==> config.mk <==
export PLATFORM = sky130hd
export DESIGN_NAME = cf_weight_apply
export DESIGN_NICKNAME = d
export VERILOG_FILES = /design/src/rtl/cf_weight_apply.sv
export SDC_FILE = /design/constraint.sdc
export NUM_CORES = 1
export LEC_CHECK = 0
export ABC_CLOCK_PERIOD_IN_PS = 4200
export BUFFER_PORTS_ARGS = -buffer_cell sky130_fd_sc_hd__buf_4
export CORE_ASPECT_RATIO = 0.5
export CORE_UTILIZATION = 55
export CTS_CLUSTER_DIAMETER = 200
export DETAILED_ROUTE_END_ITERATION = 10
export PLACE_DENSITY = 0.78
export SLEW_MARGIN = 5
export SYNTH_ARGS = -nofsm -noshare
export SYNTH_HDL_FRONTEND = slang
export SYNTH_SLANG_ARGS = --single-unit
==> constraint.sdc <==
create_clock -name clk -period 4.2 [get_ports clk]
set_clock_uncertainty 0.2 [all_clocks]
set_input_delay 0.63 -clock clk [delete_from_list [all_inputs] [get_ports clk]]
set_output_delay 0.63 -clock clk [all_outputs]
set_load 0.05 [all_outputs]
==> src/rtl/cf_weight_apply.sv <==
// cf_weight_apply: aligns each beamformed sample with its coherence factor, weights it (coff/256, round half up) and frames scan lines; latency DELAY+2.
// No backpressure: din is accepted whenever a line is open; CF_POWER_EN squares the coefficient first (latency DELAY+3).
module cf_weight_apply #(
  parameter int DATA_W   = 16,
  parameter int COFF_W   = 8,
  parameter int DELAY    = 24,
  parameter int LINE_LEN = 512
) (
  input  logic                     clk,
  input  logic                     rst,
  input  logic                     line_start,
  input  logic                     din_valid,
  input  logic signed [DATA_W-1:0] din,
  input  logic        [COFF_W-1:0] coff,
  output logic                     dout_valid,
  output logic signed [DATA_W-1:0] dout,
  output logic                     line_done,
  output logic                     busy,
  output logic                     abort
);

`ifdef CF_POWER_EN
  localparam int DL = DELAY + 1;
`else
  localparam int DL = DELAY;
`endif
  localparam int CNT_W  = $clog2(LINE_LEN + 1);
  localparam int PROD_W = DATA_W + COFF_W + 1;
  localparam logic [CNT_W-1:0]         LAST = CNT_W'(LINE_LEN - 1);
  localparam logic signed [PROD_W-1:0] HALF = PROD_W'(2 ** (COFF_W - 1));

  localparam logic [1:0] S_IDLE  = 2'd0;
  localparam logic [1:0] S_RUN   = 2'd1;
  localparam logic [1:0] S_DRAIN = 2'd2;

  logic [1:0]                     state_q, state_d;
  logic                           busy_q;
  logic [CNT_W-1:0]               in_cnt_q, in_cnt_d, in_base;
  logic [CNT_W-1:0]               out_cnt_q, out_cnt_d;
  logic [DL-1:0]                  vld_q, vld_d, vld_keep;
  logic [DL-1:0][DATA_W-1:0]      dat_q, dat_d;
  logic                           p_vld_q, p_vld_d;
  logic signed [PROD_W-1:0]       prod_q, prod_d, rnd;
  logic                           dvld_q, dvld_d;
  logic signed [DATA_W-1:0]       dout_q, dout_d, samp;
  logic                           ld_q, ld_d;
  logic                           accept;
  logic [COFF_W-1:0]              wt;
  logic signed [COFF_W:0]         wt_s;

`ifdef CF_POWER_EN
  // CF^2 weight, registered; the extra delay-line stage keeps the pairing.
  logic [COFF_W-1:0]   w_q, w_d;
  logic [2*COFF_W:0]   sq_rnd;

  always_comb begin
    sq_rnd = (2*COFF_W+1)'(coff) * (2*COFF_W+1)'(coff) + (2*COFF_W+1)'(2 ** (COFF_W - 1));
    w_d    = COFF_W'(sq_rnd >> COFF_W);
  end

  always_ff @(posedge clk or negedge rst) begin
    if (!rst) w_q <= '0;
    else      w_q <= w_d;
  end

  assign wt = w_q;
`else
  assign wt = coff;
`endif

  always_comb begin
    accept   = din_valid && (line_start || state_q == S_RUN);
    in_base  = line_start ? '0 : in_cnt_q;
    in_cnt_d = accept ? in_base + CNT_W'(1) : in_base;

    state_d = state_q;
    if (line_start)                         state_d = S_RUN;
    else if (state_q == S_DRAIN && ld_q)    state_d = S_IDLE;
    if (accept && in_base == LAST)          state_d = S_DRAIN;

    // A new line flushes everything in flight; only its own first sample enters.
    vld_keep = line_start ? '0 : vld_q;
    vld_d    = DL'({vld_keep, accept});
    dat_d    = (DL*DATA_W)'({dat_q, din});

    samp    = dat_q[DL-1];
    wt_s    = {1'b0, wt};
    p_vld_d = vld_q[DL-1] && !line_start;
    prod_d  = PROD_W'(samp) * PROD_W'(wt_s);

    rnd       = prod_q + HALF;
    dvld_d    = p_vld_q && !line_start;
    dout_d    = dvld_d ? DATA_W'(rnd >>> COFF_W) : dout_q;
    ld_d      = dvld_d && out_cnt_q == LAST;
    out_cnt_d = line_start ? '0 : (p_vld_q ? out_cnt_q + CNT_W'(1) : out_cnt_q);
  end

  always_ff @(posedge clk or negedge rst) begin
    if (!rst) begin
      state_q   <= S_IDLE;
      busy_q    <= 1'b0;
      in_cnt_q  <= '0;
      out_cnt_q <= '0;
      vld_q     <= '0;
      dat_q     <= '0;
      p_vld_q   <= 1'b0;
      prod_q    <= '0;
      dvld_q    <= 1'b0;
      dout_q    <= '0;
      ld_q      <= 1'b0;
    end else begin
      state_q   <= state_d;
      busy_q    <= (state_d != S_IDLE);
      in_cnt_q  <= in_cnt_d;
      out_cnt_q <= out_cnt_d;
      vld_q     <= vld_d;
      dat_q     <= dat_d;
      p_vld_q   <= p_vld_d;
      prod_q    <= prod_d;
      dvld_q    <= dvld_d;
      dout_q    <= dout_d;
      ld_q      <= ld_d;
    end
  end

  // A restart coinciding with the final output completes the old line instead of aborting it.
  assign abort      = line_start && (state_q != S_IDLE) && !ld_q;
  assign dout_valid = dvld_q;
  assign dout       = dout_q;
  assign line_done  = ld_q;
  assign busy       = busy_q;

endmodule

==> results of run 1 <==
cell type report:
cell class                 count  share of cell area
clock buffer                  50              0.0502
clock inverter                18              0.0104
inverter                     158              0.0287
multi-input combinational    551               0.262
sequential                   467               0.561
tap                          423              0.0254
timing repair buffer         150              0.0618
timing repair:
| action | 4_1_cts | 5_1_grt |
|---|---|---|
| pin swaps | 49 | 22 |
| setup buffers | 13 | 4 |
| endpoints found under the hold margin | 26 | 0 |
| hold buffers | 17 | 0 |
| setup endpoints to repair | 15 | 15 |
| resized for setup | 60 | 25 |
power breakdown:
group	switching, mW	leakage [nW]	internal (mW)
registers	0.167	5.57	4.81
logic	2.32	3.59	2.31
clock network	1.64	0.624	1.98
total	4.12	9.78	9.10
critical path: stages (launching register included):
cell and delay, ns:
dfrtp_2 0.48, nand2_2 0.08, fa_1 0.48, fa_1 0.53, inv_2 0.05, fa_1 0.56
inv_2 0.05, fa_1 0.52, inv_2 0.05, ha_4 0.22, o21ai_4 0.17, o21bai_2 0.11
a2111oi_4 0.40, a21oi_4 0.13, a21boi_2 0.17, xnor2_1 0.15
per-layer routing:
metal | wire length (um) | up-vias
li1 | - | 4023
met1 | 12800 | 4654
met2 | 16000 | 148
met3 | 1210 | 54
met4 | 511 | 0
met5 | 0 | -
how the worst max path moves through the flow:
stage                      end  slack [ns]
floorplan           prod_q[19]       -0.26
global placement    prod_q[23]       -0.58
detailed placement  prod_q[23]       -0.70
CTS                 prod_q[23]       -0.23
global route        prod_q[22]       -0.40
finish              prod_q[19]       -0.23
cells in the final DEF (no fill, tap or decap), types with 5 or more instances in the layout:
cell             n
a21oi_1         10
a21oi_2          5
and2_1          58
and3_1           6
buf_12           6
buf_4          116
buf_6           10
clkbuf_1         8
clkbuf_16       39
clkinv_2         9
dfrtp_1        455
dfrtp_2         12
dlygate4sd3_1   17
fa_1            94
fa_2             5
ha_1            29
ha_4            15
inv_1          141
inv_2           15
nand2_1         87
nand2_2         15
nand2_4          7
nand3_1          9
nand4_1         14
nor2_1          26
nor2b_1         28
nor3_1           6
o21ai_0         17
o21ai_1          7
o21ai_2          7
xnor2_1         30
xor2_1          20
cells by family after synthesis:
family / synth area share
simple gates: 0.0807
flops: 0.676
fa+ha+maj: 0.148
xor+xnor: 0.0264
buf+inv: 0.0395
compound gates: 0.0281
mux: 0.00123
flip-flops by register name, indices dropped and copies added (netlist names), 2 cells and up:
name	flops
dat_d	368
vld_q	24
prod_q	17
dout	16
samp	16
in_cnt_q	10
out_cnt_q	10
state_q	2
==> reports/metrics.csv, run 1 <==
metric;value;unit
Synth top area share;0.676;
Post-synth EDFFs;0;
footprint of the multi-input gates;0.00547;mm^2
GR Layer Usage met2;0.368;
hold_ws;0.141;ns
hold path cells;0;
vias per cell;4.89;
FF-to-FF Start;samp[4];
H-tree depth;2;
commonest register cell after synthesis;dfrtp_1;
worst-margin pin slew;0.907;ns
clk sinks;467;
setup_tns;-1.70;ns
CTS tree;yes;
Distinct cells, synth;48;
Syn Area/Cell;14.4;um^2
VDD IR-drop max;0.000372;V
DP Wirelength;18200;um
share of layout cells above drive strength 1;0.222;
CTS buffer count;39;
post-layout min period;4.43;ns
post-layout util;0.681;
Hold Fails Final Rpt;0;
drt pass-1 iters;4;
reg2reg setup slack;-0.23;ns
Setup crit start;samp[4];
count leader, synth;dfrtp_1;
first-pass GRT wire length;51700;um
Worst setup SP type;flip-flop;
RR Endpoint;prod_q[19];
sequential element share of the synthesized area;0.676;
diode count;0;
failing checks;setup timing;
Finished Cell Area;0.0208;mm^2
Max Root-Sink Buffers;3;
DRT iter0 DRCs;527;
Yosys Warn Count;0;
Inst Count DP;1715;
initial antenna violation count;1;
Hold Path End;dat_d[354];
Root Buffer;clkbuf_16;
flops & latches, synth;467;
Skew-Pair Late Insertion Delay;0.55;ns
core area;0.0306;mm^2
dpl ws;-0.704;ns
largest cells by area after synthesis;dfrtp_1 (68%), fa_1 (11%), inv_1 (3.4%);
GRT overflow;0;
starting density of the core;0.564;
post-route ant nets;0;
gr busiest metal;met2;
die area;0.0322;mm^2
routed wire length;30500;um
sequential cell area;0.0117;mm^2
power density cells;634;mW/mm^2
Die W;253;um
status;finished with violations;
total power;13.2;mW
CP required;4.46;ns
Relative slew margins;0.396;
DR vias;8879;
met3 Use GR;0.0373;
PortBufs;47;
Leak Pwr;9.78;nW
Layout area overhead;20.6;%
Max Cap Viol;0;
Max Slew Vio Count;0;
Synth top cells by count;dfrtp_1 (467), inv_1 (157), nand2_1 (110), fa_1 (99), and2_1 (61);
DRC Markers;0;
Final Setup Violations;12;
final period utilization;1.05;
Ports;48;
CTS clock-pin slew for the worst setup and hold paths;0.07;ns
largest net degree at the start of global routing;123;
gpl congestion;0.848;
met1 Use GR;0.277;
syn nets;1371;
Routed WL per cell;16.8;um
crit path kind;reg2reg;
die height;127;um
Yosys top cell by area;dfrtp_1;
Worst Hold Class;reg2reg;
Worst Reg-to-Reg Cells;15;
Filler cells;2018;
row count;45;
placed instance area;0.0190;mm^2
worst-path fanout max;8;
Synth Instances;1198;
RSZ-0062 raised after global routing;true;
number of global-route vias before repair;10000;
min-delay src;dat_d[338];
total global-route track usage;0.210;
Final WS setup;-0.228;ns
Data arrival, critical path;4.69;ns
nets@finish;1540;
highest clock rate;0.226;GHz
cell area after synthesis;0.0173;mm^2
ys async rst share;1.00;
Finished Layout Cells;1817;
crit end category;flip-flop;
(Power assumes the default switching activity.)
==> run 2: changes to the inputs <==
- ABC_CLOCK_PERIOD_IN_PS: 4200 -> 5400
- CORE_UTILIZATION: 55 -> 35
- PLACE_DENSITY: 0.78 -> not set
- clock period: 4.2 -> 5.4 ns (I/O delays scaled with it)
==> reports/metrics.csv, run 2 (same netlist as run 1, synthesis figures left out) <==
metric;value;unit
post-route ant nets;0;
VDD IR-drop max;0.000234;V
DP Wirelength;16600;um
commonest non-fill, non-tap cell in the layout;dfrtp_1;
routed wire length;25300;um
Skew-Pair Late Insertion Delay;0.55;ns
post-layout min period;5.00;ns
Die W;316;um
Hold Buf Count CTS;0;
clk sinks;467;
H-tree depth;2;
placed instance area;0.0184;mm^2
row count;57;
core area;0.0486;mm^2
crit end category;flip-flop;
DRC Markers;0;
die area;0.0503;mm^2
DRT iter0 DRCs;414;
number of setup buffers added after CTS;0;
RSZ-0062 raised after global routing;false;
PortBufs;47;
Data arrival, critical path;5.26;ns
starting density of the core;0.355;
total global-route track usage;0.109;
CTS buffer count;41;
Routed WL per cell;12.9;um
Final Setup Violations;0;
Finished Layout Cells;1953;
final period utilization;0.925;
GRT overflow;0;
worst-path fanout max;8;
highest clock rate;0.200;GHz
number of flip-flops under the largest register name;368;
Max Root-Sink Buffers;3;
nets@finish;1445;
initial antenna violation count;0;
number of global-route vias before repair;9160;
CP required;5.66;ns
post-cts sizing count;0;
CTS tree;yes;
Finished Cell Area;0.0199;mm^2
Filler cells;4445;
power density cells;462;mW/mm^2
Final WS setup;0.403;ns
gpl congestion;0.818;
crit path kind;reg2reg;
drt pass-1 iters;5;
Max Slew Vio Count;0;
status;completed;
worst-margin pin slew;0.900;ns
dpl ws;-0.0356;ns
commonest cells after routing, fill and taps aside;dfrtp_1 (467), inv_1 (157), nand2_1 (110), fa_1 (99), and2_1 (61);
CTS clock-pin slew for the worst setup and hold paths;0.06;ns
Worst Hold Class;in2async;
DR vias;8359;
diode count;0;
Leak Pwr;9.31;nW
Root Buffer;clkbuf_16;
share of layout cells above drive strength 1;0.105;
Max Cap Viol;0;
Ports;48;
first-pass GRT wire length;44700;um
vias per cell;4.28;
Relative slew margins;0.399;
Hold Fails Final Rpt;0;
Inst Count DP;1878;
Worst setup SP type;flip-flop;
largest net degree at the start of global routing;156;
die height;159;um
Layout area overhead;15.1;%
run 2: cell type report:
cell class	count	area [um^2]	share of cell area
Clock buffer	58	1210	0.0608
Inverter	158	593	0.0298
Multi-Input combinational cell	551	4910	0.247
Sequential cell	467	11700	0.587
Clock inverter	17	253	0.0127
Timing Repair Buffer	53	430	0.0216
Tap cell	649	812	0.0408
run 2: layer usage:
metal / track usage / up-vias / wire [um]
met5: 0 / - / 0
met4: 0.0308 / 0 / 562
met3: 0.0236 / 51 / 1050
met2: 0.176 / 117 / 12100
met1: 0.148 / 4356 / 11600
li1: - / 3835 / -
run 2: power by group:
| part | leakage (nW) | internal [mW] | switching [mW] | total [mW] |
|---|---|---|---|---|
| Clock | 0.715 | 1.78 | 1.27 | 3.05 |
| Sequential | 5.58 | 3.74 | 0.111 | 3.85 |
| Combinational | 3.02 | 0.935 | 1.35 | 2.29 |
| Total | 9.31 | 6.46 | 2.73 | 9.19 |
run 2: worst max-delay path, cell delays in order (launching register included):
cell	delay, ns
dfrtp_1	0.53
nand2_1	0.13
fa_1	0.55
inv_1	0.05
fa_1	0.47
fa_1	0.55
inv_1	0.06
fa_1	0.53
inv_1	0.04
ha_1	0.40
a21oi_2	0.20
o21ai_1	0.13
a2111oi_2	0.45
o21ai_1	0.25
a21boi_1	0.25
xnor2_1	0.14
run 2: stage by stage:
stage          power (mW)  setup TNS [ns]   util  hold WS (ns)
6_report             9.19               0  0.409        0.0464
5_1_grt              9.82               0  0.409        0.0885
4_1_cts              9.36               0  0.409        0.0752
3_5_place_dp         6.23         -0.0640  0.379         0.135
3_3_place_gp         6.17               0  0.379         0.131
2_1_floorplan        5.65               0      -         0.131
run 2: path summary, 6_finish.rpt:
check	cells past startpoint	start	slack, ns	endpoint
setup / recovery	15	samp[8]	0.40	prod_q[20]
hold / removal	1	rst	0.05	prod_q[13]
setup reg to reg	15	samp[8]	0.40	prod_q[20]
hold reg to reg	0	dat_d[107]	0.14	dat_d[123]
max in group asynchronous	2	rst	3.64	vld_q[22]
min in group clk	0	dat_d[107]	0.14	dat_d[123]
